`src/rtl/param_updown_counter.sv`:
```
// Parameterised up/down counter with load, wrap-or-saturate boundary handling,
// a registered boundary pulse and per-nibble seven-segment display outputs.

// Active-low seven-segment decoder for one hex nibble; seg[0] is segment a.
module seg7_decoder (
  input  logic [3:0] nibble,
  output logic [6:0] seg
);

  always_comb begin
    seg = 7'b1111111;
    unique case (nibble)
      4'h0: seg = 7'b1000000;
      4'h1: seg = 7'b1111001;
      4'h2: seg = 7'b0100100;
      4'h3: seg = 7'b0110000;
      4'h4: seg = 7'b0011001;
      4'h5: seg = 7'b0010010;
      4'h6: seg = 7'b0000010;
      4'h7: seg = 7'b1111000;
      4'h8: seg = 7'b0000000;
      4'h9: seg = 7'b0010000;
      4'hA: seg = 7'b0001000;
      4'hB: seg = 7'b0000011;
      4'hC: seg = 7'b1000110;
      4'hD: seg = 7'b0100001;
      4'hE: seg = 7'b0000110;
      4'hF: seg = 7'b0001110;
      default: seg = 7'b1111111;
    endcase
  end

endmodule

module param_updown_counter #(
  parameter int unsigned      WIDTH     = 8,
  parameter longint unsigned  MAX_COUNT = (64'd1 << WIDTH) - 64'd1,
  parameter bit               SATURATE  = 1'b0,
  localparam int unsigned     ND        = (WIDTH + 3) / 4
) (
  input  logic              clk,
  input  logic              rset,
  input  logic              en,
  input  logic              up,
  input  logic              load,
  input  logic [WIDTH-1:0]  load_val,
  output logic [WIDTH-1:0]  q,
  output logic              tc,
  output logic [7*ND-1:0]   hex
);

  localparam logic [WIDTH-1:0] MaxCnt = WIDTH'(MAX_COUNT);

  logic [WIDTH-1:0] q_q, q_d;
  logic             tc_q, tc_d;
  logic             at_top, at_bottom;
  logic [4*ND-1:0]  q_pad;

  assign at_top    = (q_q == MaxCnt);
  assign at_bottom = (q_q == '0);

  // Load wins over counting; a boundary step raises tc whether it wraps or holds.
  always_comb begin
    q_d  = q_q;
    tc_d = 1'b0;
    if (load) begin
      q_d = (load_val > MaxCnt) ? MaxCnt : load_val;
    end else if (en) begin
      if (up) begin
        if (at_top) begin
          tc_d = 1'b1;
          q_d  = SATURATE ? q_q : '0;
        end else begin
          q_d = q_q + WIDTH'(1);
        end
      end else begin
        if (at_bottom) begin
          tc_d = 1'b1;
          q_d  = SATURATE ? q_q : MaxCnt;
        end else begin
          q_d = q_q - WIDTH'(1);
        end
      end
    end
  end

  always_ff @(posedge clk or negedge rset) begin
    if (!rset) begin
      q_q  <= '0;
      tc_q <= 1'b0;
    end else begin
      q_q  <= q_d;
      tc_q <= tc_d;
    end
  end

  assign q  = q_q;
  assign tc = tc_q;

  // Zero-extend so the top digit sees a full nibble when WIDTH is not a multiple of 4.
  always_comb begin
    q_pad            = '0;
    q_pad[WIDTH-1:0] = q_q;
  end

  for (genvar k = 0; k < ND; k++) begin : g_digit
    seg7_decoder u_dec (
      .nibble (q_pad[4*k +: 4]),
      .seg    (hex[7*k +: 7])
    );
  end

endmodule
```
`config.mk`:
```
export PLATFORM = sky130hd
export DESIGN_NAME = param_updown_counter
export DESIGN_NICKNAME = d
export VERILOG_FILES = /design/src/rtl/param_updown_counter.sv
export SDC_FILE = /design/constraint.sdc
export NUM_CORES = 1
export LEC_CHECK = 0
export CORE_ASPECT_RATIO = 0.75
export CORE_MARGIN = 10
export CORE_UTILIZATION = 25
export CTS_BUF_LIST = sky130_fd_sc_hd__clkbuf_8 sky130_fd_sc_hd__clkbuf_16
export CTS_CLUSTER_DIAMETER = 30
export DETAILED_ROUTE_END_ITERATION = 10
export GPL_ROUTABILITY_DRIVEN = 1
export PLACE_DENSITY = 0.48
export SYNTH_ARGS = -nofsm -noshare
export SYNTH_HDL_FRONTEND = slang
export SYNTH_SLANG_ARGS = --single-unit
```
`constraint.sdc`:
```
create_clock -name clk -period 2.1 [get_ports clk]
set_input_delay 0.315 -clock clk [delete_from_list [all_inputs] [get_ports clk]]
set_output_delay 0.315 -clock clk [all_outputs]
set_load 0.01 [all_outputs]
```
---- Yosys cells after proc, flatten, opt, wreduce, memory -nomap -nowiden ----
Memories as Yosys holds them, arrays and structs flattened.
Index checks and enable logic that the tools add are counted.
word-level totals
  word-level logic and storage cells ...... 21
  register bits ........................... 9
  input port bits ......................... 13
  memories kept ........................... 2
  ROM bits ................................ 224
  RAM bits ................................ 0
  bits in latches ......................... 0
cells by class
  bitwise operators ....................... 0
  eq/ne operators ......................... 1
  $mul .................................... 0
  divide/modulo/power cells ............... 0
  mux-type cells .......................... 11
  add/subtract/negate cells ............... 2
  $lt $le $gt $ge ......................... 1
  reductions and logical operators ........ 2
  shifts and indexed selects .............. 0
memories
  name             words  bits a word  read ports  clocked after Yosys merged registers in  write ports  RTL line  source
  (no name shown)  16     7            1           0                                        0            12        unique case (nibble)
  (no name shown)  16     7            1           0                                        0            12
operator list
  cell                                                                number
  8-bit two-way mux                                                   6
  8-bit by 1-bit adder with 8-bit output, second input constant       1
  8-bit equality test, second input constant                          1
  8-bit greater-than comparator, second input constant                1
  8-bit logical NOT                                                   1
  8-bit by 1-bit subtractor with 8-bit output, second input constant  1
  1-bit two-way mux                                                   5
  2-bit nonzero test                                                  1

---- Longest topological paths before layout ----
  word-level depth ........................ 5
  mapped depth ............................ 7
  mapped depth without buffers ............ 7

---- Cells and area by module ----
From an unflattened synthesis, not the netlist that was laid out.
second synthesis, totals
  cells, all modules ...................... 173
  area total of the unflattened synthesis .. 1360.1 um^2
by module, submodules not included
  module                area each (um^2)  cells each  times used
  param_updown_counter  809.5             109         1
  seg7_decoder          275.3             32          2

---- Worst setup path before layout ----
OpenSTA, ideal clock, no wires.
  kind .................................... reg2reg
  start point ............................. register q_q[0], in the netlist q[0]
  end point ............................... register q_q[2], in the netlist q[2]
  arrival ................................. 1.780 ns
  required time ........................... 1.975 ns
  path buffers ............................ 0
  clock period less this slack ............ 1.905 ns
  setup slack ............................. 0.195 ns
  setup time .............................. 0.125 ns
  stages on the path, launching flop included .. 8
  cell sequence ........................... dfrtp_1 inv_1 ha_1 and4bb_4 and2_4 o311ai_2 o21ai_1 mux2_2
on the way
  word-level cells in the longest chain between the ends .. 5
  elaborated cells on any way between the ends .. 9
  those cells by class .................... 2 x add/sub; 1 x eq/ne; 5 x mux; 1 x reduce/logical
ends and longest elaborated chain
  element                                                              RTL line  source
  from (decl)                                                          54        logic [WIDTH-1:0] q_q, q_d;
  from (signal assigned)                                               92        q_q <= q_d;
  8-bit by 1-bit subtractor with 8-bit output (tied with other cells)  81        q_d = q_q - WIDTH'(1);
  8-bit two-way mux (on tied branches)                                 77, 70
  8-bit two-way mux (*)                                                69        if (up) begin
  8-bit two-way mux (*)                                                68        end else if (en) begin
  8-bit two-way mux (*)                                                66        if (load) begin
Every way passes the cells marked *; elsewhere a longest branch is shown, timed or not. The select of a mux whose other input is x is not followed.
A chain may end at the register's enable or synchronous reset.

---- Worst setup path after layout ----
  start point ............................. register q_q[4], in the netlist q[4]
  end point ............................... output port hex[7]
on the way
  word-level cells in the longest chain between the ends .. 1
ends and longest elaborated chain
  element                 RTL line  source
  memory read 16 x 7 bit  -
  to (decl)               49        output logic [7*ND-1:0] hex
No other way between the ends.

==> results.sh <==
export IMPL_num_rows=21
export IMPL_r2r_cells=8
export IMPL_peakVddDrop_uv=292
export IMPL_setup_viol=0
export IMPL_ctsHtreeMaxLevel=1
export IMPL_start_kind="register"
export IMPL_cts_inserted_buffers=3
export IMPL_syn_inst=158
export IMPL_finClkSkew_ps=0.481
export IMPL_cap_violations=0
export IMPL_syn_num_nets=183
export IMPL_grt_start_max_net_pins=16
export IMPL_via_count=1439
export IMPL_fp_dieH_um=80.7
export IMPL_whs_ps=383
export IMPL_grt_pass1_wl_um=7180
export IMPL_max_freq_mhz=494
export IMPL_synth_seq_cells=9
export IMPL_multiInputGateArea_um2=918
export IMPL_first_global_vias=1412
export IMPL_cp_required_ps=1780
export IMPL_ys_seq_area_share_pct=18.3
export IMPL_yosysWarnings=0
export IMPL_path_class="register to primary output"
export IMPL_ant_nets=0
export IMPL_cp_max_fo=6
export IMPL_hold_viol_final=0
export IMPL_gp_congestion=0.882
export IMPL_regArea_um2=225
export IMPL_layout_common_cells="31 x buf_4, 21 x clkdlybuf4s50_1, 17 x a21oi_1"
export IMPL_tightest_slew_ps=410
export IMPL_io_pins=36
export IMPL_maxSlewHeadroom_pct=72.6
export IMPL_period_share_pct=96.5
export IMPL_outcome="complete, no violations"
export IMPL_cts_path_max_buffers=2
export IMPL_dp_hpwl_um=3740
export IMPL_drive_gt1_share_pct=24.9
export IMPL_fin_ws_ps=74.0
export IMPL_nets=243
export IMPL_worst_setup_path_end_kind="primary output"
export IMPL_arrival_ps=1710
export IMPL_finalSetupTns_ps=0
export IMPL_antenna_found_initial=0
export IMPL_drc=0
export IMPL_nFillCells=464
export IMPL_cts_sinks=9
export IMPL_fp_dieW_um=101
export IMPL_syn_cell_area_mm2=0.00123
export IMPL_r2r_start="q[0]"
export IMPL_r2r_slack_ps=130
export IMPL_wl_per_cell_um=16.5
export IMPL_clk_pin_slew_ps=40
export IMPL_area_growth_pct=51.2
export IMPL_final_common_cell="buf_4"
export IMPL_clock_root_buffer="clkbuf_8"
export IMPL_wl_um=4530
export IMPL_pre_cts_ws_ps=-81.7
export IMPL_portBuffers=35
export IMPL_tritoncts="done"
export IMPL_ys_types=47
export IMPL_core_area_mm2=0.00460
export IMPL_die_area_mm2=0.00815
export IMPL_diodes=0
export IMPL_syn_avg_cell_area_um2=7.78
export IMPL_track_usage_pct=10.5
export IMPL_viasPerCell=5.25
export IMPL_dr_pass1_iters=4
export IMPL_grt_overflow=0
export IMPL_start_util_pct=26.7
export IMPL_clock_latency_ps=230
export IMPL_drt_iter0_drc=157
export IMPL_slew_viol_final=0
export IMPL_p_leak_nw=0.840
export IMPL_r2r_end="q[4]"
export IMPL_min_period_ps=2030
export IMPL_powerDensity_mw_per_mm2=556
export IMPL_hold_class="input port to async pin"
layer usage:
layer / part of all wire [%] / GRT usage, %
met1: 49 / 15.2
met2: 43 / 15.9
met3: 7.0 / 1.45
met4: 0.55 / 2.36
met5: 0 / 0
power breakdown:
| group | switching, W | internal (W) |
|---|---|---|
| Combinational | 0.000321 | 0.000303 |
| Sequential | 0.0000209 | 0.000192 |
| Clock | 0.0000688 | 0.000127 |
| Total | 0.000411 | 0.000623 |
cells by family after synthesis:
| family | share of synthesized area, % |
|---|---|
| and+or+nand+nor | 21.6 |
| muxes | 10.3 |
| AOI/OAI and AO/OA | 29.3 |
| xor gates and xnor gates | 0.713 |
| buffers and inverters | 7.53 |
| adders and majority gates | 12.2 |
| DFF | 18.3 |
cell type report:
class                   instances  area share [%]
inverters                      11            2.29
multi-input cells             127            49.4
repair buffers                 66            29.9
clock buffers                   3            2.22
clock inverters                 1           0.202
well taps                      57            3.84
flip-flops and latches          9            12.1
per-stage QoR:
stage,total power [W],instance area (µm²),util [%],instances
2_1_floorplan,0.000541,1230,-,158
3_3_place_gp,0.000876,1820,39.7,269
3_5_place_dp,0.000879,1820,39.7,269
4_1_cts,0.00105,1860,40.5,273
5_1_grt,0.00111,1860,40.4,274
6_report,0.00103,1860,40.4,274
critical path, stage by stage (launching register included):
cell and delay, ps:
dfrtp_1 390, buf_4 160, ha_2 210, or2_2 270, o211ai_1 100, o31ai_1 100
clkdlybuf4s15_1 240
synthesized netlist by cell type (all sizes together):
master,number,area [µm²]
and2,1,8.76
a221o,1,10.0
or3b,1,8.76
nand2b,3,18.8
and3,2,12.5
o31a,1,8.76
buf,5,28.8
a311oi,1,8.76
nor3,3,15.0
nand3,7,35.0
a21oi,17,85.1
nand2,11,41.3
or3,1,6.26
nor4,1,6.26
nand4,2,12.5
nor2,14,60.1
and4,2,17.5
o22ai,1,6.26
xnor2,1,8.76
o211ai,1,7.51
mux4,2,45.0
mux2,1,11.3
a32oi,1,8.76
o311ai,1,16.3
ha,12,150
o2bb2ai,1,8.76
a31oi,3,18.8
a21boi,1,7.51
a211oi,2,15.0
mux2i,7,70.1
and4bb,1,16.3
inv,10,37.5
or2,1,6.26
o32ai,1,8.76
o21ai,9,45.0
dfrtp,9,225
clkbuf,6,22.5
a22o,3,26.3
a221oi,1,8.76
clkinv,1,3.75
o21bai,1,7.51
a32o,1,10.0
o31ai,7,52.6
what timing repair did:
item,4_1_cts,5_1_grt
hold buffers,0,0
pin swaps,0,1
buffers inserted,0,1
gates resized for setup,24,7
cloned,0,0
setup endpoints to repair,14,5
worst max path at each step:
| stage | startpoint | to | slack (ps) | cells after the start |
|---|---|---|---|---|
| after floorplan | q[0] | q[2] | 200 | 7 |
| after global placement | q[1] | hex[0] | -60 | 6 |
| after detailed placement | q[0] | hex[0] | -80 | 6 |
| after CTS | q[0] | hex[3] | 2 | 5 |
| after global routing | q[0] | q[4] | -7 | 8 |
| final | q[4] | hex[7] | 70 | 6 |
sequential cells by signal (all words and copies together) (netlist names):
name	count
q	8
tc	1
(Power assumes the default switching activity.)
